<file path="config.mk">
export PLATFORM = sky130hd
export DESIGN_NAME = fifo_burst_reader
export DESIGN_NICKNAME = d
export VERILOG_FILES = /design/src/rtl/fifo_reader_pkg.sv /design/src/rtl/fifo_reader_skid.sv /design/src/rtl/fifo_burst_reader.sv
export SDC_FILE = /design/constraint.sdc
export NUM_CORES = 1
export LEC_CHECK = 0
export BUFFER_PORTS_ARGS = -buffer_cell sky130_fd_sc_hd__buf_2
export CORE_ASPECT_RATIO = 1.4
export CORE_UTILIZATION = 50
export CTS_BUF_LIST = sky130_fd_sc_hd__clkbuf_8
export DETAILED_ROUTE_END_ITERATION = 12
export GPL_ROUTABILITY_DRIVEN = 1
export HOLD_SLACK_MARGIN = 0.06
export PLACE_DENSITY = 0.78
export SYNTH_ARGS = -nofsm -noshare
export SYNTH_HDL_FRONTEND = slang
export SYNTH_SLANG_ARGS = --single-unit
</file>
<file path="constraint.sdc">
create_clock -name clk -period 2.5 [get_ports clk]
set_input_delay 0.25 -clock clk [delete_from_list [all_inputs] [get_ports clk]]
set_output_delay 0.25 -clock clk [all_outputs]
set_load 0.01 [all_outputs]
</file>
<file path="src/rtl/fifo_reader_pkg.sv">
// fifo_reader_pkg: shared state encoding and constants for the FIFO burst reader.
package fifo_reader_pkg;
  typedef enum logic [1:0] {IDLE, RUN, FLUSH, DONE} rd_state_t;
  localparam int SKID_DEPTH = 2;
endpackage

</file>
<file path="src/rtl/fifo_reader_skid.sv">
// fifo_reader_skid: 2-entry register FIFO absorbing FIFO read latency and stream backpressure.
module fifo_reader_skid import fifo_reader_pkg::*; #(
  parameter int DATA_WIDTH = 16,
  parameter int DEPTH = SKID_DEPTH
) (
  input  logic                  clk,
  input  logic                  rst,
  input  logic                  push,
  input  logic                  pop,
  input  logic [DATA_WIDTH-1:0] din,
  output logic [1:0]            count,
  output logic [DATA_WIDTH-1:0] head
);
  logic [DATA_WIDTH-1:0] e0, e1;
  if (DEPTH != 2) begin : g_depth_check
    $error("fifo_reader_skid: DEPTH must be 2");
  end
  assign head = e0;
  // e0 is always the head; e1 only holds a word when two are buffered
  always_ff @(posedge clk or posedge rst)
    if (rst) begin
      e0    <= '0;
      e1    <= '0;
      count <= '0;
    end else begin
      if (pop) e0 <= (count == 2'd2) ? e1 : din;
      else if (push && count == 2'd0) e0 <= din;
      if (push && (pop ? count == 2'd2 : count == 2'd1)) e1 <= din;
      count <= count + {1'b0, push} - {1'b0, pop};
    end
endmodule

</file>
<file path="src/rtl/fifo_burst_reader.sv">
// fifo_burst_reader: drains burst_len FIFO words into a valid/ready stream, flagging the last.
// Define FIFO_BURST_READER_AE_THROTTLE_EN to allow only one outstanding read while almost empty.
module fifo_burst_reader #(
  parameter int DATA_WIDTH = 16,
  parameter int BURST_W = 8,
  parameter int SKID_DEPTH = 2
) (
  input  logic                  clk,
  input  logic                  rst,
  input  logic                  start,
  input  logic [BURST_W-1:0]    burst_len,
  output logic                  busy,
  output logic                  done,
  output logic                  fifo_read_enable,
  input  logic [DATA_WIDTH-1:0] fifo_data_out,
  input  logic                  fifo_empty,
  input  logic                  fifo_almost_empty,
  input  logic                  fifo_underflow,
  output logic [DATA_WIDTH-1:0] m_data,
  output logic                  m_valid,
  input  logic                  m_ready,
  output logic                  m_last,
  output logic                  err_underflow
);
  import fifo_reader_pkg::*;
  rd_state_t state, state_nxt;
  logic [BURST_W-1:0] rem_issue, rem_deliver;
  logic [1:0] skid_count;
  logic [2:0] outstanding;
  logic inflight, capture, pop, deliver_end, throttle_ok;
  assign capture     = inflight && !fifo_underflow;
  assign pop         = m_valid && m_ready;
  assign outstanding = {1'b0, skid_count} + {2'b0, inflight};
  assign deliver_end = rem_deliver == '0 || (pop && rem_deliver == BURST_W'(1));
`ifdef FIFO_BURST_READER_AE_THROTTLE_EN
  assign throttle_ok = !(fifo_almost_empty && inflight);
`else
  logic unused_almost_empty;
  assign unused_almost_empty = fifo_almost_empty;
  assign throttle_ok = 1'b1;
`endif
  // rem_issue only drops on capture, so a read still in flight must count against it
  assign fifo_read_enable = state == RUN && !fifo_empty && rem_issue > {{(BURST_W-1){1'b0}}, inflight}
                            && outstanding < 3'd2 && throttle_ok;
  assign busy    = state == RUN || state == FLUSH;
  assign done    = state == DONE;
  assign m_valid = skid_count != 2'd0;
  assign m_last  = m_valid && rem_deliver == BURST_W'(1);
  always_comb begin
    state_nxt = state;
    case (state)
      IDLE:    state_nxt = start ? (burst_len == '0 ? DONE : RUN) : IDLE;
      RUN:     state_nxt = rem_issue == '0 ? (deliver_end ? DONE : FLUSH) : RUN;
      FLUSH:   state_nxt = deliver_end ? DONE : FLUSH;
      default: state_nxt = IDLE;
    endcase
  end
  always_ff @(posedge clk or posedge rst)
    if (rst) begin
      state         <= IDLE;
      rem_issue     <= '0;
      rem_deliver   <= '0;
      inflight      <= 1'b0;
      err_underflow <= 1'b0;
    end else begin
      state         <= state_nxt;
      rem_issue     <= (state == IDLE && start) ? burst_len : capture ? rem_issue - BURST_W'(1) : rem_issue;
      rem_deliver   <= (state == IDLE && start) ? burst_len : pop ? rem_deliver - BURST_W'(1) : rem_deliver;
      inflight      <= fifo_read_enable;
      err_underflow <= err_underflow || (fifo_underflow && busy);
    end
  fifo_reader_skid #(.DATA_WIDTH(DATA_WIDTH), .DEPTH(SKID_DEPTH)) u_skid (
    .clk   (clk),
    .rst   (rst),
    .push  (capture),
    .pop   (pop),
    .din   (fifo_data_out),
    .count (skid_count),
    .head  (m_data)
  );
endmodule

</file>
==> impl_metrics.csv, run 1 <==
group,metric,value,unit
run_status,outcome,"finished clean",
clocking,cts_root_buffer,"clkbuf_8",
synthesis,synth_nets,285,
route,drtIter0Drc,120,
place,hpwl,3.647,mm
critical_path,cp_max_fo,5,
critical_path,worstReg2RegStart,"u_skid.count[0]",
place,gp_congestion,0.7841,
sta,drv_slew,0,
global_routing,antenna_found_initial,0,
critical_path,cp-end-kind,"primary output",
floorplanning,die_y,88.57,um
pwr,powerDensity,1090,mW/mm2
finish,area_growth_syn_to_layout,16.32,%
floorplanning,die_w,63.83,um
sta,fmax,473.3,MHz
critical_path,worstPathRequired,2.25,ns
critical_path,path_buf_inv,1,
sta,finalSetupTns,0,ns
floorplanning,rows,31,
critical_path,crit_start,"rem_deliver[2]",
clocking,cts_max_level,2,
clocking,cts_buffers,5,
place,io_buffers,51,
sta,tightest_slew,0.7900,ns
clocking,clock_sinks,54,
floorplanning,initial_core_util,51.88,%
clocking,cts_setup_buffers,0,
global_routing,grt_pass1_wl,8.404,mm
synthesis,avgSynthCellArea,11.01,um2
critical_path,worstPathCellList,"or4_4 -> nor4b_1 -> buf_2",
floorplanning,design.core.area,0.005159,mm2
synthesis,ys_warn_count,0,
finish,fin_nets,339,
critical_path,crit_family,"simple AND/OR/NAND/NOR gates",
sta,maxSlewHeadroom,46.59,%
route,wirelength,4.976,mm
critical_path,worst-r2r-setup-slack,0.64,ns
critical_path,crit_type,"reg2out",
route,drtAntennaViolNets,0,
route,wire_per_inst,13.67,um
clocking,cts_resized,0,
synthesis,yosysUniqueCellTypes,40,
clocking,clkTransAtPathRegs,0.10,ns
synthesis,synth_seq_cells,54,
clocking,cts_tree,"done",
clocking,insertion_delay,0.30,ns
route,drt-vias-per-instance,5.277,
global_routing,grt_max_degree,55,
sta,post-route-period-util,84.51,%
synthesis,synthCells,243,
global_routing,gr-usage-all-layers,19.42,%
synthesis,ys_seq_area_share,50.49,%
critical_path,max_stage_delay,0.61,ns
sta,fin_skew,0.004430,ns
finish,drive_gt1_share,30.87,%
sta,fin_crit,2.113,ns
clocking,cts_buffer_depth,2,
sta,rsz0062_at_grt,"false",
route,dr.pass1.iters,5,
synthesis,syn_area,0.002676,mm2
sta,setup_slack,0.3872,ns
route,routed-via-count,1921,
critical_path,cp_data_arrival_time,1.86,ns
min_path,hp-class,"in2async",
flow_run,drv_cap,0,
sta,hold_viol_final,0,
floorplanning,ioPinCount,53,
finish,num_antenna_cells,0,
route,route.detailed.drc,0,
place,pre_cts_slack,0.6535,ns
critical_path,startpoint_type,"register",
sta,finalSetupViolCount,0,
global_routing,first_global_vias,1853,
pwr,leakage,1.516,nW
clocking,postCtsHoldBufs,0,
global_routing,grt-ovfl-total,0,
pwr,ir_drop,581.7,uV
floorplanning,die_area,0.005653,mm2
critical_path,crit_slowest_cell,"or4_4",
==> layer usage <==
layer	vias up	global-route usage (%)	wire length [um]
met2	57	33.56	2540
met4	0	9.504	116
met1	903	23.04	2100
met3	10	3.995	219
li1	951	-	-
met5	-	0	0
==> Yosys cell counts (all sizes together) <==
cell	count	area share, %
or4	1	0.42
o31ai	1	0.28
nor2b	1	0.23
a21oi	17	3.3
clkbuf	3	0.47
mux2	16	6.7
o211ai	4	1.1
nor4b	2	0.65
a31oi	2	0.47
nand2	25	3.6
and3b	1	0.33
inv	13	1.8
dfrtp	54	50
nand3b	1	0.28
a211oi	2	0.56
nand4b	2	0.65
mux2i	16	6.0
a2111oi	1	1.0
nor3	5	0.93
nor4	2	1.0
or3	1	0.28
buf	7	1.7
a21o	1	0.28
or2	2	0.47
xor2	6	2.0
o21ai	18	3.6
nand2b	2	0.47
xnor2	9	2.9
nand3	4	0.75
nor2	12	1.7
ha	11	5.1
o22ai	1	0.23
==> final cells by class <==
class                           instances  area [um2]
Timing Repair Buffer                   57       300.3
Inverter                               13       48.80
Clock buffer                            5       68.82
Tap cell                               66       82.58
Fill cell                             451        2046
Sequential cell                        54        1351
Clock inverter                          3       43.79
Multi-Input combinational cell        166        1217
==> worst min-delay path: stages <==
cell and delay (ns):
buf_2 0.10, inv_2 0.03, buf_4 0.53
==> stage by stage <==
stage | utilization (%) | cells | instance area (um2) | hold slack, ns | total power [mW]
floorplan | - | 243 | 2676 | 0.3709 | 2.461
global placement | 58.16 | 356 | 3000 | 0.4338 | 2.756
detailed placement | 58.16 | 356 | 3000 | 0.4584 | 2.835
CTS | 60.34 | 364 | 3113 | 0.1353 | 3.425
global route | 60.34 | 364 | 3113 | 0.1658 | 3.661
finish | 60.34 | 364 | 3113 | 0.1135 | 3.392
==> sequential cells by signal, summed over array words and instances (netlist names) <==
name           count
state              2
rem_issue          8
inflight           1
u_skid.count       2
err_underflow      1
u_skid.head       16
u_skid.e1         16
rem_deliver        8
==> placed cells by master (no fill, tap or decap), drive strengths merged, types with 2 or more instances in the layout <==
cell type and instances:
nor3 5, nor2 12, mux2i 16, a21oi 17
nand3 4, o211ai 4, ha 11, nor4b 2
a211oi 2, nand2 25, o21ai 18, inv 14
mux2 16, or2 2, a31oi 2, xnor2 9
dfrtp 54, nor4 2, nand2b 2, nand4b 2
clkbuf 5, xor2 6, buf 57
==> report_power, final <==
part | leakage (nW) | total (mW) | internal (mW) | switching [mW]
combinational | 0.814 | 1.25 | 0.604 | 0.648
clock | 0.0585 | 0.582 | 0.300 | 0.281
sequential | 0.644 | 1.56 | 1.28 | 0.279
==> final timing paths <==
kind	to	cells past startpoint
worst min-delay path	u_skid.e1[10]	3
worst max register to register	u_skid.count[1]	7
worst max-delay path	m_last	3
worst min register to register	err_underflow	1
min in group clk	u_skid.e1[8]	2
max in group asynchronous	u_skid.e1[14]	3
==> cell families (layout without fill, tap and decap cells) <==
family                   count (synthesis)  count (layout)  synth area share [%]
adder cells (fa/ha/maj)                 11              11                 5.143
multiplexers                            32              32                 12.72
AND/OR/NAND/NOR                         61              61                 11.78
flip-flops                              54              54                 50.49
XOR/XNOR                                15              15                 4.909
AO/OA/AOI/OAI                           47              47                 10.94
buffers and inverters                   23              78                 4.020
(Power assumes the default switching activity.)
==> inputs of run 2 (changes only) <==
--- a/config.mk
+++ b/config.mk
@@ -5,6 +5,7 @@
 export SDC_FILE = /design/constraint.sdc
 export NUM_CORES = 1
 export LEC_CHECK = 0
+export ABC_AREA = 1
 export BUFFER_PORTS_ARGS = -buffer_cell sky130_fd_sc_hd__buf_2
 export CORE_ASPECT_RATIO = 1.4
 export CORE_UTILIZATION = 50
==> constraint.sdc (replaced) <==
create_clock -name clk -period 2.1 [get_ports clk]
set_input_delay 0.21 -clock clk [delete_from_list [all_inputs] [get_ports clk]]
set_output_delay 0.21 -clock clk [all_outputs]
set_load 0.01 [all_outputs]
==> impl_metrics.csv, run 2 <==
group,metric,value,unit
run_status,outcome,"finished clean",
route,wirelength,6.345,mm
critical_path,cp_max_fo,4,
sta,fin_skew,0.01121,ns
route,drt-vias-per-instance,5.247,
clocking,cts_buffer_depth,2,
clocking,cts_root_buffer,"clkbuf_8",
sta,fmax,526.0,MHz
sta,finalSetupTns,0,ns
finish,fill_cells,520,
global_routing,grt-ovfl-total,0,
synthesis,synthAdderAreaFrac,4.665,%
synthesis,yosys.area.top_type,"dfrtp_1",
finish,drive_gt1_share,21.67,%
synthesis,synth_nets,396,
pwr,p_switching,1.919,mW
place,pre_cts_slack,0.4108,ns
floorplanning,initial_core_util,52.63,%
pwr,ir_drop,730.8,uV
clocking,clkTransAtPathRegs,0.10,ns
synthesis,yosysUniqueCellTypes,30,
clocking,cts_max_level,2,
pwr,clkPwrFrac,14.2,%
sta,fin_crit,1.901,ns
synthesis,yosysMostFrequentCell,"nand2_1",
synthesis,synth-simple-area-share,24.68,%
pwr,total_power,4.472,mW
sta,maxSlewHeadroom,59.61,%
finish,mostFrequentLayoutCells,"94 x nand2_1, 54 x dfrtp_1, 51 x buf_2, 45 x inv_1, 28 x nand3_1",
synthesis,ys_seq_area_share,45.80,%
clocking,insertion_delay,0.32,ns
route,drtAntennaViolNets,0,
global_routing,grt_pass1_wl,10.72,mm
synthesis,yosys-top-cells-area,"dfrtp_1 46%, nand2_1 12%, inv_1 5.9%, nand3_1 4.7%, ha_1 4.7%",
clocking,cts_buffers,5,
clocking,cts_tree,"done",
place,gp_congestion,0.9138,
synthesis,synth_xor_xnor_area_share,1.781,%
flow_run,drv_cap,0,
sta,finalSetupViolCount,0,
pwr,powerDensity,1333,mW/mm2
synthesis,synth_commonest_cells,"94 x nand2_1, 54 x dfrtp_1, 46 x inv_1",
place,place_area,0.003246,mm2
critical_path,cp-end-kind,"primary output",
place,io_buffers,51,
sta,tightest_slew,0.6050,ns
synthesis,synth_seq_cells,54,
pwr,leakage,1.819,nW
synthesis,synth-async-reset-ratio,100.0,%
place,hpwl,4.691,mm
route,wire_per_inst,13.39,um
clocking,postCtsHoldBufs,1,
pwr,swShare,42.93,%
route,dr.pass1.iters,4,
pwr,p_int,2.552,mW
pwr,p_seq_share,40.8,%
finish,num_antenna_cells,0,
clocking,cts_setup_buffers,0,
critical_path,startpoint_type,"register",
global_routing,first_global_vias,2494,
synthesis,ys_warn_count,0,
sta,post-route-period-util,90.53,%
sta,drv_slew,0,
route,drtIter0Drc,130,
synthesis,ys.flop_type,"dfrtp_1",
floorplanning,rows,32,
synthesis,avgSynthCellArea,8.334,um2
floorplanning,design.core.area,0.005605,mm2
floorplanning,ioPinCount,53,
synthesis,synth_top_family_by_area,"simple AND/OR/NAND/NOR gates",
min_path,hp-class,"in2reg",
route,route.detailed.drc,0,
synthesis,yosys-mux-area-fraction,0,%
route,routed-via-count,2487,
critical_path,worstPathRequired,1.89,ns
finish,fin_nets,447,
synthesis,synth_top_area_share,45.80,%
finish,final_common_cell,"nand2_1",
sta,setup_slack,0.1989,ns
global_routing,grt_max_degree,33,
sta,rsz0062_at_grt,"false",
clocking,cts_resized,0,
synthesis,syn_area,0.002950,mm2
critical_path,cp_data_arrival_time,1.69,ns
finish,fin_util,59.84,%
floorplanning,die_w,66.92,um
floorplanning,die_area,0.006216,mm2
sta,hold_viol_final,0,
pwr,power_frac_comb,45.0,%
finish,area_growth_syn_to_layout,13.70,%
floorplanning,die_y,92.89,um
synthesis,synth-compound-area-share,14.38,%
global_routing,antenna_found_initial,0,
critical_path,crit_type,"reg2out",
synthesis,synth_enable_flop_cells,0,
finish,design_area,0.003354,mm2
synthesis,synthCells,354,
global_routing,gr-usage-all-layers,22.73,%
clocking,clock_sinks,54,
## run 2: changes by cell type in the layout (fill, tap and decap cells not counted), sizes merged, moves of 11 or more
cell    before  now
a21oi       17    4
inv         14   50
mux2        16    0
mux2i       16    0
nand2       25  102
nand3        4   29
nor2        12   23
o211ai       4   18
o21ai       18   33
## run 2: per-stage QoR
step / instances / hold slack [ns]
final: 474 / 0.1361
after global routing: 474 / 0.1550
after CTS: 474 / 0.1333
after detailed placement: 465 / 0.3226
after global placement: 465 / 0.3176
after floorplan: 354 / 0.3309
## run 2: layout make-up
class,count,area [um2],share of cell area [%]
Clock buffer,6,82.58,2.462
Clock inverter,2,16.27,0.4849
Inverter,49,183.9,5.483
Multi-Input combinational cell,241,1343,40.02
Sequential cell,54,1351,40.28
Tap cell,68,85.08,2.536
Timing Repair Buffer,54,292.8,8.728
## run 2: worst max-delay path, cell delays in order (launching register included)
cell	delay, ns
dfrtp_1	0.40
inv_1	0.14
ha_1	0.25
o21ai_0	0.17
nor3_1	0.06
a21oi_1	0.18
buf_2	0.17
## run 2: logic make-up after synthesis
logic type      Yosys count
compound gates           62
xor+xnor                  6
fa+ha+maj                11
buf+inv                  59
flops                    54
simple gates            162
## run 2: routing by layer
metal  vias up  track usage, %  share of wire [%]
li1       1248               -                  -
met1      1156           25.96                 43
met2        69           40.49                 50
met3        14           3.448                4.9
met4         0           10.11                2.3
met5         -               0                  0
## run 2: path summary, 6_finish.rpt
kind | end | start | slack (ns) | cells after the start
worst max-delay path | fifo_read_enable | rem_issue[0] | 0.20 | 6
worst min-delay path | u_skid.e1[1] | fifo_data_out[1] | 0.14 | 3
worst max register to register | u_skid.count[1] | u_skid.count[0] | 0.39 | 7
worst min register to register | err_underflow | err_underflow | 0.48 | 1
max in group asynchronous | rem_issue[6] | rst | 1.04 | 4
min in group asynchronous | u_skid.e1[2] | rst | 0.50 | 3
## run 2: power by group through the flow
stage | Combinational (mW) | Clock (mW) | Sequential [mW]
floorplan | 1.45 | 0 | 1.86
global placement | 1.94 | 0 | 1.82
detailed placement | 2.01 | 0 | 1.84
CTS | 2.02 | 0.642 | 1.83
global route | 2.30 | 0.673 | 1.89
finish | 2.01 | 0.634 | 1.83
